<file path="config.mk">
export PLATFORM = sky130hd
export DESIGN_NAME = bin_to_bcd_seq
export DESIGN_NICKNAME = d
export VERILOG_FILES = /design/src/rtl/bcd_pkg.sv /design/src/rtl/bcd_add3.sv /design/src/rtl/bin_to_bcd_seq.sv
export SDC_FILE = /design/constraint.sdc
export NUM_CORES = 1
export LEC_CHECK = 0
export BUFFER_PORTS_ARGS = -buffer_cell sky130_fd_sc_hd__clkbuf_2
export CORE_MARGIN = 3
export CORE_UTILIZATION = 50
export DETAILED_ROUTE_END_ITERATION = 8
export GPL_ROUTABILITY_DRIVEN = 1
export PLACE_DENSITY_LB_ADDON = 0.2
export SLEW_MARGIN = 30
export SYNTH_ARGS = -nofsm -noshare
export SYNTH_HDL_FRONTEND = slang
export SYNTH_SLANG_ARGS = --single-unit
</file>
<file path="constraint.sdc">
create_clock -name clk -period 1.3 [get_ports clk]
set_input_delay 0.195 -clock clk [delete_from_list [all_inputs] [get_ports clk]]
set_output_delay 0.195 -clock clk [all_outputs]
set_load 0.05 [all_outputs]
</file>
<file path="src/rtl/bcd_pkg.sv">
// Shared types and constants for the sequential binary-to-BCD converter.
package bcd_pkg;

    typedef enum logic [1:0] {
        IDLE,
        SHIFT,
        DONE
    } state_t;

    localparam int DIGIT_W    = 4;
    localparam int ADJ_THRESH = 5;
    localparam int ADJ_ADD    = 3;

endpackage

</file>
<file path="src/rtl/bcd_add3.sv">
// Per-digit double-dabble correction cell: adds 3 to a BCD digit that is 5 or more.
module bcd_add3
    import bcd_pkg::*;
(
    input  logic [DIGIT_W-1:0] din,
    output logic [DIGIT_W-1:0] dout
);

    // Pre-shift correction so the following left shift carries correctly into the next digit.
    always_comb begin
        if (din >= DIGIT_W'(ADJ_THRESH)) begin
            dout = din + DIGIT_W'(ADJ_ADD);
        end else begin
            dout = din;
        end
    end

endmodule

</file>
<file path="src/rtl/bin_to_bcd_seq.sv">
// Sequential shift-and-add-3 binary-to-BCD converter with start/done handshake.
// Takes BIN_W shift cycles plus one result-registration cycle per conversion.
// Optional macro BCD_BLANK_EN adds the blank_n leading-zero suppression output.
module bin_to_bcd_seq
    import bcd_pkg::*;
#(
    parameter int BIN_W  = 8,
    parameter int DIGITS = 3
) (
    input  logic                        clk,
    input  logic                        reset,
    input  logic                        start,
    input  logic [BIN_W-1:0]            bin_in,
    output logic                        busy,
    output logic                        done,
    output logic [DIGIT_W*DIGITS-1:0]   bcd_out,
    output logic                        overflow
`ifdef BCD_BLANK_EN
    ,
    output logic [DIGITS-1:0]           blank_n
`endif
);

    localparam int BCD_W = DIGIT_W * DIGITS;
    localparam int CNT_W = $clog2(BIN_W + 1);

    state_t             state;
    state_t             state_n;
    logic               accept;
    logic               finish;

    logic [BIN_W-1:0]   bin_r;
    logic [BIN_W-1:0]   bin_sh;
    logic [BCD_W-1:0]   bcd_r;
    logic [BCD_W-1:0]   bcd_adj;
    logic [BCD_W-1:0]   bcd_sh;
    logic [CNT_W-1:0]   cnt;
    logic               ovf_r;
    logic               ovf_bit;

    // One correction cell per digit of the working BCD register.
    genvar g;
    generate
        for (g = 0; g < DIGITS; g++) begin : g_adj
            bcd_add3 u_add3 (
                .din  (bcd_r[g*DIGIT_W +: DIGIT_W]),
                .dout (bcd_adj[g*DIGIT_W +: DIGIT_W])
            );
        end
    endgenerate

    // Left shift of the corrected {BCD, bin} pair; the bit leaving the top digit flags overflow.
    always_comb begin
        {ovf_bit, bcd_sh, bin_sh} = {bcd_adj, bin_r, 1'b0};
    end

    // State register.
    always_ff @(posedge clk) begin
        if (!reset) begin
            state <= IDLE;
        end else begin
            state <= state_n;
        end
    end

    // Next-state decode and handshake outputs; a start in DONE chains straight into a new conversion.
    always_comb begin
        state_n = state;
        accept  = 1'b0;
        finish  = 1'b0;
        busy    = 1'b0;
        done    = 1'b0;
        case (state)
            IDLE: begin
                if (start) begin
                    accept  = 1'b1;
                    state_n = SHIFT;
                end
            end
            SHIFT: begin
                busy = 1'b1;
                if (cnt == '0) begin
                    finish  = 1'b1;
                    state_n = DONE;
                end
            end
            DONE: begin
                done = 1'b1;
                if (start) begin
                    accept  = 1'b1;
                    state_n = SHIFT;
                end else begin
                    state_n = IDLE;
                end
            end
            default: state_n = IDLE;
        endcase
    end

    // Working registers: load on accept, shift while count remains, publish result on finish.
    always_ff @(posedge clk) begin
        if (!reset) begin
            bin_r    <= '0;
            bcd_r    <= '0;
            cnt      <= '0;
            ovf_r    <= 1'b0;
            bcd_out  <= '0;
            overflow <= 1'b0;
        end else begin
            if (accept) begin
                bin_r <= bin_in;
                bcd_r <= '0;
                cnt   <= CNT_W'(BIN_W);
                ovf_r <= 1'b0;
            end else if ((state == SHIFT) && (cnt != '0)) begin
                bin_r <= bin_sh;
                bcd_r <= bcd_sh;
                cnt   <= cnt - CNT_W'(1);
                ovf_r <= ovf_r | ovf_bit;
            end
            if (finish) begin
                bcd_out  <= bcd_r;
                overflow <= ovf_r;
            end
        end
    end

`ifdef BCD_BLANK_EN
    logic [DIGITS-1:0] blank_nx;

    // A digit is lit if it or any more significant digit is non-zero; digit 0 always lit.
    always_comb begin
        blank_nx = '0;
        for (int unsigned i = 0; i < int'(DIGITS); i++) begin
            blank_nx[i] = |(bcd_r >> (i * DIGIT_W));
        end
        blank_nx[0] = 1'b1;
    end

    // Blanking mask is published alongside bcd_out.
    always_ff @(posedge clk) begin
        if (!reset) begin
            blank_n <= '1;
        end else if (finish) begin
            blank_n <= blank_nx;
        end
    end
`endif

endmodule

</file>
### Yosys cells after proc, flatten, opt, wreduce, memory -nomap -nowiden

Index checks and enable logic that the tools add are counted.

| operators by class | value |
|---|---|
| bitwise operators | 2 |
| eq/ne operators | 4 |
| reduce and logical (&&, ||, !) cells | 8 |
| mux-type cells | 17 |
| $add $sub $neg | 4 |
| $lt $le $gt $ge | 3 |

Operators by type and width:

| cell | number |
|---|---|
| $mux 4 | 5 |
| $mux 8 | 2 |
| $add 4x2->4 const B | 3 |
| $ge 4x3->1 const B | 3 |
| $mux 1 | 7 |
| $pmux 2 s3 | 1 |
| $logic_not 4->1 | 1 |
| $mux 2 | 2 |
| $ne 2x2->1 const B | 2 |
| $reduce_bool 4->1 | 1 |
| $reduce_or 2->1 | 2 |
| $sub 4x1->4 const B | 1 |
| $eq 2x1->1 const B | 1 |
| $eq 2x2->1 const B | 1 |
| $logic_not 2->1 | 1 |
| $reduce_and 2->1 | 1 |
| $reduce_bool 2->1 | 1 |
| $logic_and 1x1->1 | 1 |
| $not 1->1 | 1 |
| $or 1x1->1 | 1 |

| word-level totals | value |
|---|---|
| bits of input ports | 11 |
| logic and storage cells | 46 |
| output and inout port bits | 15 |
| flip-flop bits (word level) | 40 |

### Depth between registers and ports, before layout

Gate-level depths: netlist of the first run.

| depth | value |
|---|---|
| word-level depth | 4 |
| mapped depth | 7 |
| gate-level depth less buffers | 6 |

### By module

From an unflattened synthesis of the first run, not the netlist that was laid out.

| unflattened totals | value |
|---|---|
| cells, all modules | 242 |
| area, all modules | 1926.8 um^2 |

By module, submodules not included:

| module | cells each | instances | area an instance (um^2) | sequential area each (um^2) |
|---|---|---|---|---|
| bin_to_bcd_seq | 194 | 1 | 1622.8 | 800.8 |
| bcd_add3 | 16 | 3 | 101.3 | 0.0 |

### Worst setup path before layout of the first run

OpenSTA, ideal clock, no wires.

| path | value |
|---|---|
| path type | reg-to-reg |
| start point | register bcd_r[1] |
| end point | register bcd_r[2] |
| path slack | -0.116 ns |
| setup time | 0.074 ns |
| path buffers | 0 |
| cell stages (with the launch flop) | 7 |
| data arrival time | 1.342 ns |
| period minus slack after synthesis | 1.416 ns |
| data required time | 1.226 ns |
| cells stage by stage | dfxtp_1 inv_1 ha_1 nand2b_1 a21oi_1 mux2_2 o21ai_0 |

| on the way | value |
|---|---|
| cells in the longest elaborated chain, start to end | 2 |
| elaborated cells on any way between the ends | 3 |
| classes of those cells | add/sub (1); order compare (1); mux (1) |

Ends and longest elaborated chain:

| item | line | RTL |
|---|---|---|
| start, declared | bin_to_bcd_seq.sv:34 | `logic [BCD_W-1:0] bcd_r;` |
| start signal, assigned | bin_to_bcd_seq.sv:117 | `bcd_r <= bcd_sh;` |
| $add 4x2->4 or $ge 4x3->1 (tied branches) | bcd_add3.sv:12, bcd_add3.sv:11 |  |
| $mux 4 * | bcd_add3.sv:11 | `if (din >= DIGIT_W'(ADJ_THRESH)) begin` |

Every way passes the cells marked *; elsewhere a longest branch is shown, timed or not.
A chain may end at the register's enable or synchronous reset.

### Final worst setup path of the first run

| path | value |
|---|---|
| start point | register cnt[0] |
| end point | register bin_r[6] |

| on the way | value |
|---|---|
| cells in the longest elaborated chain, start to end | 3 |

Ends and longest elaborated chain:

| item | line | RTL |
|---|---|---|
| start, declared | bin_to_bcd_seq.sv:37 | `logic [CNT_W-1:0] cnt;` |
| start signal, assigned | bin_to_bcd_seq.sv:113 | `cnt <= CNT_W'(BIN_W);` |
| start signal, assigned | bin_to_bcd_seq.sv:118 | `cnt <= cnt - CNT_W'(1);` |
| $reduce_bool 4->1 | bin_to_bcd_seq.sv:115 | `end else if ((state == SHIFT) && (cnt != '0)) begin` |
| $logic_and 1x1->1 | bin_to_bcd_seq.sv:115 |  |
| $reduce_bool 2->1 (no source line) | n/a |  |
| end signal, assigned | bin_to_bcd_seq.sv:111 | `bin_r <= bin_in;` |
| end signal, assigned | bin_to_bcd_seq.sv:116 | `bin_r <= bin_sh;` |
| end, declared | bin_to_bcd_seq.sv:32 | `logic [BIN_W-1:0] bin_r;` |

No other way between the ends.

==> run summary, run 1 <==
R2R Setup Slk -> -0.13 ns
syn_area_per_cell -> 8.24 sq um
Mapped Cells -> 221
status -> finished, violations left
Critical R2R Launch -> cnt[0]
Finished Layout Cells -> 326
max-cap viol count -> 0
die area -> 0.00440 sq mm
hold depth -> 3
dpl cells -> 310
crit end category -> flip-flop
R2R depth -> 7
Syn Nets -> 239
Port Buffer Count -> 25
total power -> 2.43 mW
remaining antenna violation count after routing -> 0
hold violation count in the final report -> 0
Sum Neg Setup Slack -> -3.28 ns
RSZ-0062 raised after global routing -> true
fill cell count -> 229
total CTS buffers -> 5
Post-layout nets -> 298
CTS clk-pin slew, worst paths -> 0.12 ns
placed cell area -> 0.00224 sq mm
asr flop ratio synth -> 0%
sequential fraction of the synthesis area -> 44.0%
Clock Latency Late Sink -> 0.35 ns
Wirelength per Cell -> 14.5 um
hold slack -> 0.0607 ns
Setup Skew -> 0.00410 ns
Post-route DRC -> 0
crit path cell chain -> inv_2 > ha_4 > nor3b_4 > nor2_2 > buf_12 > nor3_4 > nor3_2
Leak -> 1.06 nW
Total Wirelength -> 4720 um
gr ovfl total -> 0
largest net degree at the start of global routing -> 38
Post-synth EDFFs -> 0
H-tree depth -> 2
post-synthesis cell area -> 0.00182 sq mm
CTS sink cnt -> 40
fin area -> 0.00265 sq mm
synthesized flop and latch total -> 40
WP data arrival -> 1.69 ns
CP max FO -> 22
reg2reg end -> bin_r[6]
CORE AREA -> 0.00342 sq mm
Max rail drop VDD -> 1.14 mV
Cell variety after synth -> 34
Synth Area in Compound Gates -> 16.8%
main combinational cell family by area after synthesis -> simple AND/OR/NAND/NOR gates
DP HPWL -> 2640 um
period utilization -> 110%
Hold Crit Endpoint -> bin_r[0]
adder-cell share of the synthesized area -> 4.81%
failing checks -> setup timing
vias per cell -> 5.38
post-synthesis simple-gate area fraction -> 25.7%
vias -> 1753
initial antenna violation count -> 0
DRT Pass-1 Iters -> 4
chip height -> 66.4 um
drt initial violations -> 95
hold path startpoint -> bin_in[0]
Die W -> 66.4 um
PwrDens -> 919 mW/mm^2
# rows -> 21
Slew Viols, Final -> 0
Post-Synth XOR/XNOR Area -> 0.962%
Worst Max-Slew Pin Slew -> 0.341 ns
Hold/Removal Path Class -> in -> reg
layout cells sized above 1 -> 46.8%
TritonCTS clock tree -> done
Slew headroom -> 77.3%
Ys Warns -> 0
Peak Freq -> 0.698 GHz
max incr delay on CP -> 0.34 ns
CTS Root Cell -> clkbuf_4
GRT Overall Usage -> 21.1%
final setup vio count -> 39
Top FF cell, synth -> dfxtp_1
Clock Tree Buf Depth -> 2
CP max-delay cell -> dfxtp_2
final setup margin -> -0.133 ns
Syn-to-layout area delta -> 45.3%
# diodes -> 0
CP Data Required Time -> 1.56 ns
startpoint types -> flip-flop
DP Worst Slack -> -0.0860 ns
first-pass GRT wire length -> 7160 um
number of global-route vias before repair -> 1611
multiplexer share of the synthesized area -> 1.85%
Post-Route Utilization -> 77.5%
Ports -> 26
Initial Util -> 53.3%
Final Critical Period -> 1.43 ns
critical path class -> reg -> reg
GPL Wtd Cong -> 0.821
==> power breakdown <==
| group | switching, mW | internal [mW] |
|---|---|---|
| logic | 0.266 | 0.254 |
| clock network | 0.408 | 0.200 |
| registers | 0.0395 | 1.27 |
| total | 0.714 | 1.72 |
==> kinds of logic (layout without fill, tap and decap cells) <==
logic type	after synthesis	count (layout)
flops	40	40
simple gates	91	93
compound gates	56	56
buf+inv	22	79
xor+xnor	2	2
mux	3	3
fa+ha+maj	7	7
==> how the worst max path moves through the flow <==
stage / startpoint / cells after the start / endpoint / slack (ns)
detailed placement: cnt[1] / 6 / bcd_r[3] / -0.09
global placement: cnt[0] / 6 / bcd_r[3] / -0.06
global route: cnt[0] / 7 / bin_r[6] / -0.19
floorplan: cnt[0] / 7 / bcd_r[7] / -0.04
finish: cnt[0] / 7 / bin_r[6] / -0.13
CTS: cnt[0] / 7 / cnt[3] / -0.06
==> layout make-up <==
| class | instances | area [sq um] | share of cell area [%] |
|---|---|---|---|
| multi-input cells | 161 | 1180 | 44.6 |
| flip-flops and latches | 40 | 818 | 30.9 |
| repair buffers | 63 | 509 | 19.2 |
| well taps | 46 | 57.6 | 2.17 |
| clock buffers | 6 | 41.3 | 1.56 |
| inverters | 9 | 36.3 | 1.37 |
| clock inverters | 1 | 5.00 | 0.189 |
==> placed cells by master (no fill, tap or decap), types with 6 or more instances in the layout <==
master,n
dfxtp_1,30
inv_2,7
o21ai_1,18
o21ai_0,11
buf_4,33
dfxtp_2,8
nand3_1,21
clkbuf_2,23
nand2_1,21
nor2_1,13
nor3_2,6
a21oi_1,9
==> cell usage after synthesis, types with 3 or more instances <==
library cell | count | area, sq um
dfxtp_1 | 40 | 801
o21ai_0 | 32 | 160
nand2_1 | 22 | 82.6
nand3_1 | 22 | 110
nor2_1 | 13 | 48.8
nor3_1 | 13 | 65.1
a21oi_1 | 12 | 60.1
inv_1 | 9 | 33.8
ha_1 | 7 | 87.6
buf_2 | 6 | 30.0
nand2b_1 | 5 | 31.3
and2_1 | 4 | 25.0
clkbuf_1 | 4 | 15.0
mux2_2 | 3 | 33.8
==> critical path: cells and delay by family (launching register included) <==
kind          cells  cell delay (ns)
fa+ha+maj         1             0.13
simple gates      4             0.60
flops             1             0.34
buf+inv           2             0.25
==> registers in the layout, summed over array words and instances (netlist names) <==
name / flops
bcd_out: 12
bcd_r: 12
bin_r: 8
cnt: 4
state: 2
overflow: 1
ovf_r: 1
==> layer usage <==
metal  global-route usage [%]  part of all wire, %  wire length, um  up-vias
met1                     26.6                   47             2230      809
met4                     8.38                  1.8               85        0
li1                         -                    -                -      883
met2                     34.7                   46             2180       54
met5                        0                    0                0        -
met3                     4.59                  4.7              224        7
==> timing repair <==
action / in CTS / in global routing
hold buffers: 0 / 0
pin swaps: 6 / 11
setup buffers: 3 / 3
endpoints found under the setup margin: 32 / 40
gates resized for setup: 39 / 38
gates cloned: 1 / 3
(Power assumes the default switching activity.)
==> run 2: changes to the inputs <==
--- a/config.mk
+++ b/config.mk
@@ -6,6 +6,7 @@
 export NUM_CORES = 1
 export LEC_CHECK = 0
 export BUFFER_PORTS_ARGS = -buffer_cell sky130_fd_sc_hd__clkbuf_2
+export CORE_ASPECT_RATIO = 1.2
 export CORE_MARGIN = 3
 export CORE_UTILIZATION = 50
 export DETAILED_ROUTE_END_ITERATION = 8
==> run 2 against run 1 <==
The run still ends with setup timing left. Combinational power down 5.4%. Fmax up 2.3%. Highest routed layer unchanged. Via count up 1.3%. Sequential power about the same. Design area up 2.9%.
==> run summary, run 2 (synthesized netlist as in run 1, its figures left out) <==
critical path class -> reg -> reg
Critical R2R Launch -> cnt[0]
die area -> 0.00441 sq mm (about the same)
hold path startpoint -> bin_in[0]
max-cap viol count -> 0 (unchanged)
largest net degree at the start of global routing -> 38 (unchanged)
Die W -> 61.1 um (-7.9%)
Sum Neg Setup Slack -> -1.58 ns (+1.70 ns)
final setup margin -> -0.101 ns (+0.0327 ns)
biggest registers after layout -> bcd_out x12, bcd_r x12, bin_r x8
final setup vio count -> 34 (-13%)
fill cell count -> 235 (+2.6%)
Clock Latency Late Sink -> 0.30 ns (-0.05 ns)
FF+latch area -> 813 sq um (-0.61%)
failing checks -> setup timing
most frequent cells in the layout -> 34 x buf_4, 30 x dfxtp_1, 23 x clkbuf_2
Int Pwr -> 2.13 mW (+24%)
Setup Skew -> 0.00827 ns (+0.00416 ns)
RSZ-0062 raised after global routing -> true
hold slack -> 0.113 ns (+0.0519 ns)
drt initial violations -> 89 (-6.3%)
CTS Root Cell -> clkbuf_8
Seq pwr share -> 45.3% (-8.4 points)
hold violation count in the final report -> 0 (unchanged)
Comb power frac -> 17.1% (-4.3 points)
remaining antenna violation count after routing -> 0 (unchanged)
DRT Pass-1 Iters -> 5 (+1)
Initial Util -> 53.2% (-0.14 points)
CTS sink cnt -> 40 (unchanged)
Peak Freq -> 0.714 GHz (+2.3%)
vias -> 1776 (+1.3%)
Ports -> 26 (unchanged)
TritonCTS clock tree -> done
WP data arrival -> 1.59 ns (-0.10 ns)
PwrDens -> 1060 mW/mm^2 (+15%)
Top Metal Used -> met4
gr ovfl total -> 0 (unchanged)
period utilization -> 108% (-2.5 points)
met3 WL -> 255 um (+14%)
status -> finished, violations left
dpl cells -> 299 (-3.5%)
initial antenna violation count -> 0 (unchanged)
met2 WL -> 2480 um (+14%)
Syn-to-layout area delta -> 49.5%
CTS clk-pin slew, worst paths -> 0.08 ns (-0.04 ns)
vias per cell -> 5.57 (+3.5%)
crit end category -> flip-flop
Post-layout nets -> 299 (+0.34%)
placed cell area -> 0.00222 sq mm (-1.2%)
Max rail drop VDD -> 0.744 mV (-35%)
Psw -> 745 uW (+4.4%)
Clock Tree Buf Depth -> 2 (unchanged)
Total Wirelength -> 4840 um (+2.7%)
GPL Wtd Cong -> 0.775 (-5.6%)
# rows -> 23 (+9.5%)
Hold/Removal Path Class -> in -> reg
CORE AREA -> 0.00342 sq mm (+0.26%)
Final Critical Period -> 1.40 ns (-0.0327 ns)
most common cell after layout, fill and taps aside -> buf_4
Worst Setup SP -> cnt[0]
fin area -> 0.00272 sq mm (+2.9%)
Port Buffer Count -> 25 (unchanged)
DRT met1 WL -> 2000 um (-10%)
Wirelength per Cell -> 15.2 um (+4.9%)
startpoint types -> flip-flop
number of global-route vias before repair -> 1580 (-1.9%)
CP max FO -> 22 (unchanged)
Slew Viols, Final -> 0 (unchanged)
Clock power frac -> 37.6% (+13 points)
layout cells sized above 1 -> 51.1% (+4.3 points)
Leak -> 1.09 nW (+3.4%)
chip height -> 72.1 um (+8.7%)
CP Data Required Time -> 1.49 ns (-0.07 ns)
Finished Layout Cells -> 319 (-2.1%)
H-tree depth -> 2 (unchanged)
total CTS buffers -> 5 (unchanged)
DP HPWL -> 2640 um (about the same)
Worst Max-Slew Pin Slew -> 0.369 ns (+0.0283 ns)
Post-route DRC -> 0 (unchanged)
GRT Overall Usage -> 21.8% (+0.69 points)
Sw Share -> 25.9% (-3.4 points)
area used by multi-input combinational logic -> 0.00120 sq mm (+1.8%)
first-pass GRT wire length -> 7190 um (+0.38%)
# diodes -> 0 (unchanged)
Slew headroom -> 75.3% (-1.9 points)
run 2: cell types whose count changed in the layout (fill, tap and decap cells not counted), sizes merged:
cell    change
clkbuf      -1
buf         +3
or2         -1
bufinv      +1
run 2: routing by layer:
| metal | up-vias | GRT usage, % |
|---|---|---|
| li1 | 883 | - |
| met1 | 833 | 26.8 |
| met2 | 52 | 35.5 |
| met3 | 8 | 5.34 |
| met4 | 0 | 9.16 |
| met5 | - | 0 |
run 2: timing repair:
item	4_1_cts	5_1_grt
gates resized for setup	40	46
hold buffers	0	0
setup endpoints to repair	24	40
cloned	1	2
pin swaps	8	12
setup buffers	5	4
run 2: worst max-delay path, stage by stage, from the launching register on:
cell,delay (ns)
dfxtp_2,0.33
inv_2,0.06
ha_4,0.12
nor3b_4,0.28
nor2_2,0.08
buf_12,0.17
a31oi_4,0.16
nor2_1,0.08
run 2: through the flow:
step	power, mW	utilization (%)	worst slack [ns]
6_report	2.88	79.5	-0.101
5_1_grt	3.00	79.5	-0.169
4_1_cts	2.82	73.5	-0.0817
3_5_place_dp	1.68	64.7	-0.110
3_3_place_gp	1.68	64.7	-0.0732
2_1_floorplan	1.55	-	-0.0391
run 2: cell type report:
cell class                 instances  share of cell area, %
multi-input combinational        160                   44.1
sequential                        40                   29.9
timing repair buffer              65                   18.5
clock buffer                       6                   3.03
tap                               37                   1.70
clock inverter                     2                   1.42
inverter                           9                   1.42
run 2: worst paths after layout:
check,end,slack [ns],cells after the start
min reg2reg,bcd_out[2],0.46,2
max reg2reg,ovf_r,-0.10,7
max,ovf_r,-0.10,7
min,bin_r[0],0.11,3
run 2: power groups by stage:
stage               logic, mW  registers, mW  clock network, mW
detailed placement      0.361           1.32                  0
floorplan               0.231           1.32                  0
global placement        0.355           1.32                  0
CTS                     0.416           1.30               1.10
finish                  0.492           1.30               1.08
global route            0.533           1.31               1.16
==> run 3: changes to the inputs <==
--- a/config.mk
+++ b/config.mk
@@ -5,14 +5,14 @@
 export SDC_FILE = /design/constraint.sdc
 export NUM_CORES = 1
 export LEC_CHECK = 0
-export BUFFER_PORTS_ARGS = -buffer_cell sky130_fd_sc_hd__clkbuf_2
-export CORE_ASPECT_RATIO = 1.2
 export CORE_MARGIN = 3
-export CORE_UTILIZATION = 50
+export CORE_UTILIZATION = 56
 export DETAILED_ROUTE_END_ITERATION = 8
+export DONT_BUFFER_PORTS = 1
 export GPL_ROUTABILITY_DRIVEN = 1
 export PLACE_DENSITY_LB_ADDON = 0.2
 export SLEW_MARGIN = 30
 export SYNTH_ARGS = -nofsm -noshare
 export SYNTH_HDL_FRONTEND = slang
+export SYNTH_HIERARCHICAL = 1
 export SYNTH_SLANG_ARGS = --single-unit
==> run 3 against run 2 <==
The run still ends with setup timing left. First-iteration DRC count grew to 2.8 times the previous value. Total power fell by 4.6%. Non-clock buffer count shrank 9. Combinational power grew 49%. Critical endpoint is now bcd_out[9]. Worst hold slack got worse by 0.075 ns. Sequential power about the same. Critical path type unchanged. Critical path depth down 1. Area after synthesis is 5.8% higher. Die area fell by 5.1%. Highest routed layer unchanged.
==> run summary, run 3 <==
status -> finished, violations left
failing checks -> setup timing
critical path class -> reg -> reg
hold violation count in the final report -> 0 (unchanged)
vias -> 2232 (+26%)
CTS sink cnt -> 40 (unchanged)
Syn Nets -> 260 (+8.8%)
Cell variety after synth -> 28 (-18%)
Peak Freq -> 0.593 GHz (-17%)
number of global-route vias before repair -> 1909 (+21%)
largest net degree at the start of global routing -> 26 (-32%)
Die W -> 64.7 um (+5.8%)
synthesized flop and latch total -> 40 (unchanged)
most frequent cells in the layout -> 40 x buf_4, 33 x dfxtp_1, 24 x a21oi_1
Worst Max-Slew Pin Slew -> 0.326 ns (-0.0434 ns)
Clock Latency Late Sink -> 0.36 ns (+0.06 ns)
startpoint types -> flip-flop
post-synthesis cell area -> 0.00193 sq mm (+5.8%)
Post-layout nets -> 305 (+2.0%)
Max rail drop VDD -> 0.723 mV (-2.7%)
CTS clk-pin slew, worst paths -> 0.12 ns (+0.04 ns)
drt initial violations -> 248 (+180%)
fill cell count -> 139 (-41%)
RSZ-0062 raised after global routing -> true
syn_area_per_cell -> 7.96 sq um (-3.4%)
chip height -> 64.7 um (-10%)
CORE AREA -> 0.00318 sq mm (-7.2%)
max-cap viol count -> 0 (unchanged)
CTS Root Cell -> clkbuf_4
CP Data Required Time -> 1.54 ns (+0.05 ns)
layout cells sized above 1 -> 42.9% (-8.2 points)
WP data arrival -> 1.93 ns (+0.34 ns)
area fraction of the dominant cell type after synthesis -> 41.6% (-2.4 points)
Final Critical Period -> 1.69 ns (+0.286 ns)
Post-synth EDFFs -> 0 (unchanged)
Critical R2R Launch -> cnt[1]
Leak -> 1.02 nW (-6.5%)
asr flop ratio synth -> 0% (unchanged)
Area contributors post-synth -> dfxtp_1 42%, o21ai_0 11%, a21oi_1 9.9%
R2R depth -> 6 (-1)
die area -> 0.00418 sq mm (-5.1%)
Ys Warns -> 6 (+6)
total power -> 2.74 mW (-4.6%)
DRT Pass-1 Iters -> 5 (unchanged)
Clock Tree Buf Depth -> 2 (unchanged)
Top FF cell, synth -> dfxtp_1
Synth area leader -> dfxtp_1
TritonCTS clock tree -> done
R2R Setup Slk -> -0.39 ns (-0.29 ns)
final setup vio count -> 41 (+21%)
Total Wirelength -> 7380 um (+52%)
crit end category -> flip-flop
count leader, synth -> o21ai_0
total CTS buffers -> 5 (unchanged)
Hold/Removal Path Class -> in -> reg
initial antenna violation count -> 0 (unchanged)
top post-synthesis cells by count -> 43 x o21ai_0, 40 x dfxtp_1, 38 x a21oi_1
DP HPWL -> 3270 um (+24%)
period utilization -> 130% (+22 points)
GRT Overall Usage -> 27.2% (+5.4 points)
gr ovfl total -> 0 (unchanged)
PwrDens -> 959 mW/mm^2 (-9.2%)
Ports -> 26 (unchanged)
final setup margin -> -0.387 ns (-0.286 ns)
first-pass GRT wire length -> 8920 um (+24%)
Syn-to-layout area delta -> 48.4%
Port Buffer Count -> 0 (-100%)
GPL Wtd Cong -> 0.840 (+8.4%)
reg2reg end -> bcd_out[9]
# rows -> 20 (-13%)
hold path startpoint -> reset
remaining antenna violation count after routing -> 0 (unchanged)
most common cell after layout, fill and taps aside -> buf_4
DP Worst Slack -> -0.197 ns (-0.0867 ns)
Setup Skew -> 0.0113 ns (+0.00299 ns)
Slew headroom -> 78.0% (+2.7 points)
Slew Viols, Final -> 0 (unchanged)
CP max FO -> 7 (-68%)
Initial Util -> 60.6% (+7.4 points)
# diodes -> 0 (unchanged)
Post-route DRC -> 0 (unchanged)
Hold Crit Endpoint -> bin_r[5]
biggest registers after layout -> bcd_out x12, bcd_r x12, bin_r x8
Mapped Cells -> 242 (+9.5%)
sequential fraction of the synthesis area -> 41.6% (-2.4 points)
vias per cell -> 6.74 (+21%)
Post-Route Utilization -> 90.0% (+10 points)
H-tree depth -> 2 (unchanged)
Wirelength per Cell -> 22.3 um (+47%)
hold depth -> 2 (-1)
-- run 3: cell count changes after synthesis, sizes merged, moves of 4 or more --
cell	change
a21oi	+29
nor2	-9
and2	-4
a31oi	+7
clkbuf	+5
nand2	-8
nand3	+4
o21ai	+13
nor3	-14
-- run 3: layout make-up --
type                    instances  area [sq um]  share of cell area [%]
multi-input cells             173          1330                    46.3
flip-flops and latches         40           815                    28.5
repair buffers                 56           557                    19.5
clock buffers                   7          65.1                    2.27
well taps                      44          55.1                    1.92
inverters                      11          43.8                    1.53
-- run 3: repair_timing --
item                       in CTS  in global routing
gates resized for setup        51                 38
hold buffers                    2                  1
cloned                          0                  3
setup buffers                   2                  4
pin swaps                       4                 21
hold endpoints to repair        7                  1
setup endpoints to repair      41                 41
-- run 3: worst max path at each step --
stage,start,endpoint,cells past startpoint
4_1_cts,cnt[1],bin_r[4],6
6_report,cnt[1],bcd_out[9],6
3_5_place_dp,cnt[1],bin_r[4],6
3_3_place_gp,cnt[1],bin_r[3],6
5_1_grt,cnt[1],bcd_out[9],6
2_1_floorplan,cnt[1],bcd_out[10],7
-- run 3: per-layer routing --
metal	up-vias	share of wire [%]	GRT usage (%)
met3	44	8.4	6.59
li1	965	-	-
met1	1061	37	34.0
met2	162	50	45.2
met5	-	0	0
met4	0	4.8	10.6
-- run 3: power by group --
| group | internal (mW) | switching [mW] | total (mW) |
|---|---|---|---|
| clock network | 0.307 | 0.415 | 0.722 |
| registers | 1.26 | 0.0331 | 1.29 |
| logic | 0.293 | 0.438 | 0.731 |
| total | 1.86 | 0.885 | 2.74 |
-- run 3: cell families (layout without fill, tap and decap cells) --
family                   count (synthesis)  count (layout)  synth area share (%)
AO/OA/AOI/OAI                          100             100                  28.1
XOR/XNOR                                 3               3                  1.36
adder cells (fa/ha/maj)                  7               7                  4.55
buffers and inverters                   29              74                  7.14
flip-flops                              40              40                  41.6
multiplexers                             3               3                  1.56
AND/OR/NAND/NOR                         60              60                  15.7
-- run 3: per-stage QoR --
| stage | hold slack [ns] | setup TNS (ns) | instances | cell area [sq um] |
|---|---|---|---|---|
| after floorplan | 0.333 | -2.89 | 242 | 1980 |
| after global placement | 0.340 | -3.08 | 312 | 2310 |
| after detailed placement | 0.347 | -4.92 | 312 | 2310 |
| after CTS | 0.00215 | -5.02 | 323 | 2530 |
| after global routing | 0.0648 | -11.71 | 331 | 2860 |
| final | 0.0381 | -9.91 | 331 | 2860 |
-- run 3: critical path: stages (launching register included) --
cell	delay [ns]
dfxtp_2	0.36
inv_2	0.09
ha_4	0.14
or3b_4	0.47
buf_12	0.18
o21ai_1	0.19
a21oi_1	0.13
